File: src/rtl/stopwatch_pkg.sv
// Shared definitions for the stopwatch: mode encoding and timebase derivations.
// The derivation functions are also used by the digit-counter bench.
package stopwatch_pkg;

   typedef enum logic [1:0] {
      ST_IDLE  = 2'd0,
      ST_RUN   = 2'd1,
      ST_PAUSE = 2'd2,
      ST_LAP   = 2'd3
   } sw_state_t;

   function automatic int calc_div(input int clk_hz, input int tick_hz);
      return clk_hz / tick_hz;
   endfunction

   function automatic int calc_db_cycles(input int clk_hz, input int debounce_ms);
      return clk_hz / 1000 * debounce_ms;
   endfunction

endpackage

File: src/rtl/key_debounce.sv
// Two-flop synchronizer plus counting debouncer for one active-low push-button.
// press fires once per debounced 1->0 change; a key held across reset stays silent until released.
module key_debounce #(
   parameter int DB_CYCLES = 2
) (
   input  logic clk,
   input  logic reset,
   input  logic key_n,
   output logic level,
   output logic press
);

   localparam int CW = (DB_CYCLES > 1) ? $clog2(DB_CYCLES) : 1;
   localparam logic [CW-1:0] CNT_LAST = CW'(DB_CYCLES - 1);

   logic          sync1_r;
   logic          sync2_r;
   logic          level_r;
   logic          press_r;
   logic          armed_r;
   logic [1:0]    fill_r;
   logic [CW-1:0] cnt_r;

   // Synchronizer; arming waits until the first genuine post-reset sample shows the key released
   always_ff @(posedge clk or posedge reset) begin
      if (reset) begin
         sync1_r <= 1'b1;
         sync2_r <= 1'b1;
         fill_r  <= 2'd0;
         armed_r <= 1'b0;
      end else begin
         sync1_r <= key_n;
         sync2_r <= sync1_r;
         if (fill_r != 2'd2) begin
            fill_r <= fill_r + 2'd1;
         end
         if ((fill_r == 2'd2) && sync2_r) begin
            armed_r <= 1'b1;
         end
      end
   end

   // Level follows the synchronized key after DB_CYCLES consecutive mismatching samples
   always_ff @(posedge clk or posedge reset) begin
      if (reset) begin
         level_r <= 1'b1;
         press_r <= 1'b0;
         cnt_r   <= {CW{1'b0}};
      end else begin
         press_r <= 1'b0;
         if (sync2_r == level_r) begin
            cnt_r <= {CW{1'b0}};
         end else if (cnt_r == CNT_LAST) begin
            cnt_r   <= {CW{1'b0}};
            level_r <= sync2_r;
            press_r <= armed_r & ~sync2_r;
         end else begin
            cnt_r <= cnt_r + CW'(1);
         end
      end
   end

   assign level = level_r;
   assign press = press_r;

endmodule

File: src/rtl/stopwatch_ctrl.sv
// Stopwatch control: debounced keys, IDLE/RUN/PAUSE/LAP mode FSM and the 0.1 s tick prescaler.
// Outputs drive the digit counters (run, tick, clear) and the segment decoders (freeze).
module stopwatch_ctrl
   import stopwatch_pkg::*;
#(
   parameter int CLK_HZ      = 50_000_000,
   parameter int TICK_HZ     = 10,
   parameter int DEBOUNCE_MS = 20
) (
   input  logic       clk,
   input  logic       reset,
   input  logic       key_start_n,
   input  logic       key_lap_n,
   output logic       run,
   output logic       tick,
   output logic       clear,
   output logic       freeze,
   output logic [1:0] state
);

   localparam int DIV = calc_div(CLK_HZ, TICK_HZ);
   localparam int DBC = calc_db_cycles(CLK_HZ, DEBOUNCE_MS);
   localparam int PW  = $clog2(DIV);
   localparam logic [PW-1:0] PRESC_LAST = PW'(DIV - 1);

   sw_state_t     state_r;
   logic          run_r;
   logic          tick_r;
   logic          clear_r;
   logic          freeze_r;
   logic [PW-1:0] presc_r;
   logic [PW-1:0] presc_inc_s;
   logic [PW-1:0] presc_adv_s;
   logic          adv_last_s;
   logic          start_press_s;
   logic          lap_press_s;
   logic          start_level_s;
   logic          lap_level_s;
   logic          unused_levels_s;

   key_debounce #(.DB_CYCLES(DBC)) u_start_db (
      .clk   (clk),
      .reset (reset),
      .key_n (key_start_n),
      .level (start_level_s),
      .press (start_press_s)
   );

   key_debounce #(.DB_CYCLES(DBC)) u_lap_db (
      .clk   (clk),
      .reset (reset),
      .key_n (key_lap_n),
      .level (lap_level_s),
      .press (lap_press_s)
   );

   assign unused_levels_s = start_level_s ^ lap_level_s;

   // Next prescaler value: advances only while running, wrapping after DIV-1
   always_comb begin
      if (presc_r == PRESC_LAST) begin
         presc_inc_s = {PW{1'b0}};
      end else begin
         presc_inc_s = presc_r + PW'(1);
      end
      if (run_r) begin
         presc_adv_s = presc_inc_s;
      end else begin
         presc_adv_s = presc_r;
      end
      adv_last_s = (presc_adv_s == PRESC_LAST);
   end

   // Mode FSM; start outranks lap when both arrive together
   always_ff @(posedge clk or posedge reset) begin
      if (reset) begin
         state_r  <= ST_IDLE;
         run_r    <= 1'b0;
         tick_r   <= 1'b0;
         clear_r  <= 1'b0;
         freeze_r <= 1'b0;
         presc_r  <= {PW{1'b0}};
      end else begin
         presc_r <= presc_adv_s;
         tick_r  <= run_r & adv_last_s;
         clear_r <= 1'b0;
         case (state_r)
            ST_IDLE: begin
               if (start_press_s) begin
                  state_r <= ST_RUN;
                  run_r   <= 1'b1;
                  tick_r  <= adv_last_s;
               end
            end
            ST_RUN: begin
               if (start_press_s) begin
                  state_r <= ST_PAUSE;
                  run_r   <= 1'b0;
                  tick_r  <= 1'b0;
               end else if (lap_press_s) begin
                  state_r  <= ST_LAP;
                  freeze_r <= 1'b1;
               end
            end
            ST_LAP: begin
               if (start_press_s) begin
                  state_r  <= ST_PAUSE;
                  run_r    <= 1'b0;
                  tick_r   <= 1'b0;
                  freeze_r <= 1'b0;
               end else if (lap_press_s) begin
                  state_r  <= ST_RUN;
                  freeze_r <= 1'b0;
               end
            end
            ST_PAUSE: begin
               if (start_press_s) begin
                  state_r <= ST_RUN;
                  run_r   <= 1'b1;
                  tick_r  <= adv_last_s;
               end else if (lap_press_s) begin
                  state_r <= ST_IDLE;
                  clear_r <= 1'b1;
                  presc_r <= {PW{1'b0}};
               end
            end
            default: begin
               state_r  <= ST_IDLE;
               run_r    <= 1'b0;
               tick_r   <= 1'b0;
               freeze_r <= 1'b0;
               presc_r  <= {PW{1'b0}};
            end
         endcase
      end
   end

   assign run    = run_r;
   assign tick   = tick_r;
   assign clear  = clear_r;
   assign freeze = freeze_r;
   assign state  = state_r;

endmodule

File: config.mk
export PLATFORM = sky130hd
export DESIGN_NAME = stopwatch_ctrl
export DESIGN_NICKNAME = d
export VERILOG_FILES = /design/src/rtl/stopwatch_pkg.sv /design/src/rtl/key_debounce.sv /design/src/rtl/stopwatch_ctrl.sv
export SDC_FILE = /design/constraint.sdc
export NUM_CORES = 1
export LEC_CHECK = 0
export ABC_AREA = 1
export CAP_MARGIN = 20
export CORE_ASPECT_RATIO = 1.1
export CORE_MARGIN = 1
export CORE_UTILIZATION = 45
export DETAILED_ROUTE_END_ITERATION = 6
export MAX_ROUTING_LAYER = met4
export SETUP_SLACK_MARGIN = 0.3
export SYNTH_ARGS = -nofsm -noshare
export SYNTH_HDL_FRONTEND = slang
export SYNTH_HIERARCHICAL = 1
export SYNTH_SLANG_ARGS = --single-unit
export TNS_END_PERCENT = 10
File: constraint.sdc
create_clock -name clk -period 1.44 [get_ports clk]
set_input_delay 0.432 -clock clk [delete_from_list [all_inputs] [get_ports clk]]
set_output_delay 0.432 -clock clk [all_outputs]
set_load 0.03 [all_outputs]
==> impl_metrics.ini <==
[global_routing]
grt_overflow = 0
grt_pass1_vias = 4215
grt_usage_pct = 23.88
grt_pass1_wl_um = 19820
grt_max_degree = 30
antenna_found_initial = 0

[floorplan]
die_w_um = 100.3
die_h_um = 110.1
rows = 39
io_pins = 10
dieArea_sq_mm = 0.01104
coreArea_sq_mm = 0.01034
start_util_pct = 46.19

[clocking]
htreeDepth = 3
path_clk_slew_ns = 0.07
cts_tree = built
cts_buffers = 9
clock_tree.root_cell = clkbuf_16
clock-sinks = 83
clkLatencyLatePin_ns = 0.34
cts_max_path_buffers = 2

[timing]
finalMaxSlewViolations = 0
period_needed_ns = 1.663
finalHoldWorstSlack_ns = 0.3559
rsz0062_at_grt = true
fmax_mhz = 601.5
setup_slack_ns = -0.2225
slew_headroom_pct = 74.96
min_period_over_period_pct = 115.5
hold_violations = 0
fin_skew_ns = 0.008409
final-setup-viol-count = 17
worstMarginPinSlew_ns = 0.3752

[worst_setup_path]
crit_fanout = 6
crit_required_ns = 1.71
worstPathArrival_ns = 1.93
worst-setup-path-type = reg2reg
end_kind = flop
critPathLaunchType = flop

[worst_hold_path]
holdCritPathClass = reg2reg

[synth]
avgSynthCellArea_sq_um = 7.707
synth_seq_area_share_pct = 43.62
synthesis.area_sq_mm = 0.004778
syn-num-nets = 629
synth_cells = 620
synth-seq-cells = 83
ys_types = 32
ys.warnings.count = 6

[route]
final_antenna_net_count = 0
wl_per_cell_um = 13.31
routed_wl_um = 11310
vias = 4152
vias_per_cell = 4.885
drc = 0
first_iter_violations = 126
drt-pass1-iter-count = 5

[finish]
fillers = 900
area_growth_pct = 33.10
nets = 711
diodes = 0
drive_gt1_share_pct = 34.51
fin_util_pct = 61.48
final_cell_area_sq_mm = 0.006360

[outcome]
violations = setup timing
status = finished, violations left

[placement]
dp_hpwl_um = 8030
dpl_worst_slack_ns = -0.2513
placed_area_sq_mm = 0.005564
port-buffer-count = 9
gp_congestion = 0.9269

[power_and_ir_drop]
power_leakage_nw = 2.844
power_density_mw_per_mm2 = 758.5
irDropWorstVdd_mv = 0.7211

[run]
maxCapViolations = 0
## flip-flops by register name (all words and copies together) (netlist names), 2 cells and up
| signal | count |
|---|---|
| presc_r | 23 |
| state | 2 |
| u_lap_db/cnt_r | 20 |
| u_lap_db/fill_r | 2 |
| u_start_db/cnt_r | 20 |
| u_start_db/fill_r | 2 |
## through the flow
stage	total power (W)	TNS (ns)	instances
finish	0.004824	-1.409	850
global route	0.005009	-3.402	850
CTS	0.004879	-1.470	848
detailed placement	0.002567	-1.697	828
global placement	0.002564	-1.068	828
floorplan	0.002500	-0.1061	620
## placed cells by master (no fill, tap or decap), types with 13 or more instances in the layout
cell and count:
nor2_1 102, nor2_2 22, nand3_2 13, nand2_2 27
buf_4 55, nand2_1 107, nor2_4 24, inv_1 73
dfrtp_1 62, nand4_1 18, dfrtp_2 15, nand3_1 40
## cell usage after synthesis
library cell    n  area (sq um)
nand2_1       123         461.7
nor2_1        121         454.2
inv_1          79         296.5
dfrtp_1        77          1927
nand3_1        53         265.3
nand4_1        18         112.6
nand2_2        17         106.4
nor2_2         14         87.58
nor2_4         13         146.4
a21oi_1        10         50.05
nor3_1         10         50.05
xnor2_1        10         87.58
xor2_1         10         87.58
nand3_2         9         90.09
o21ai_0         9         45.04
dfstp_2         6         157.7
ha_1            5         62.56
o21ai_1         5         25.02
inv_2           4         15.01
nand2_4         4         45.04
nor3b_1         4         30.03
clkbuf_1        3         11.26
nand3b_1        3         22.52
o21bai_1        3         22.52
a21o_1          2         15.01
xnor2_2         2         32.53
a31o_2          1         8.760
buf_4           1         7.510
nor2_8          1         20.02
nor3_2          1         10.01
o32ai_1         1         8.760
xor2_2          1         16.27
## what timing repair did
item,4_1_cts,5_1_grt
resized for setup,94,33
pin swaps,91,48
buffers inserted,4,2
hold buffers,0,0
setup endpoints to repair,69,71
## final timing paths
kind | to | start | cells after the start | slack [ns]
max | tick$_DFF_PP0_ | presc_r[0]$_DFF_PP0_ | 10 | -0.22
min | u_lap_db/sync2_r$_DFF_PP1_ | u_lap_db/sync1_r$_DFF_PP1_ | 0 | 0.36
max reg2reg | tick$_DFF_PP0_ | presc_r[0]$_DFF_PP0_ | 10 | -0.22
min reg2reg | u_lap_db/sync2_r$_DFF_PP1_ | u_lap_db/sync1_r$_DFF_PP1_ | 0 | 0.36
max in group asynchronous | u_lap_db/sync1_r$_DFF_PP1_ | reset | 3 | 0.61
min in group asynchronous | u_lap_db/press$_DFF_PP0_ | reset | 2 | 0.40
## cell families (layout without fill, tap and decap cells)
group,after synthesis,after routing,share of synthesized area (%)
XOR/XNOR,23,23,4.687
buffers and inverters,87,174,6.913
adder cells (fa/ha/maj),5,5,1.309
AND/OR/NAND/NOR,391,391,39.80
AO/OA/AOI/OAI,31,31,3.666
flip-flops,83,83,43.62
## critical path: stages, from the launching register on
cell and delay (ns):
dfrtp_1 0.41, buf_4 0.15, nand2_2 0.07, nor2_4 0.19, xor2_1 0.20, nand3_1 0.12, nor2_2 0.15, nand2_1 0.06
nor2_1 0.08, nand3_1 0.07, nor2_1 0.10
## where the power goes
part	leakage, nW	internal (W)	switching (W)	total (W)
clock network	0.146	0.00135	0.000929	0.00228
logic	1.61	0.0000656	0.000103	0.000169
registers	1.09	0.00236	0.0000233	0.00238
total	2.84	0.00377	0.00106	0.00482
## area by class of cell
class	instances	area, sq um	area share, %
inverters	83	321.6	5.056
well taps	143	178.9	2.813
multi-input cells	450	2783	43.75
flip-flops and latches	83	2103	33.07
repair buffers	75	678.2	10.66
clock inverters	6	66.31	1.043
clock buffers	10	229.0	3.600
## per-layer routing
layer / vias up / track usage [%] / part of all wire, %
met5: - / - / 0
met3: 15 / 3.972 / 2.2
met2: 50 / 40.51 / 51
li1: 2128 / - / -
met4: 0 / 9.420 / 2.1
met1: 1959 / 28.60 / 45
Note: power is estimated with default switching activity, not from simulation.
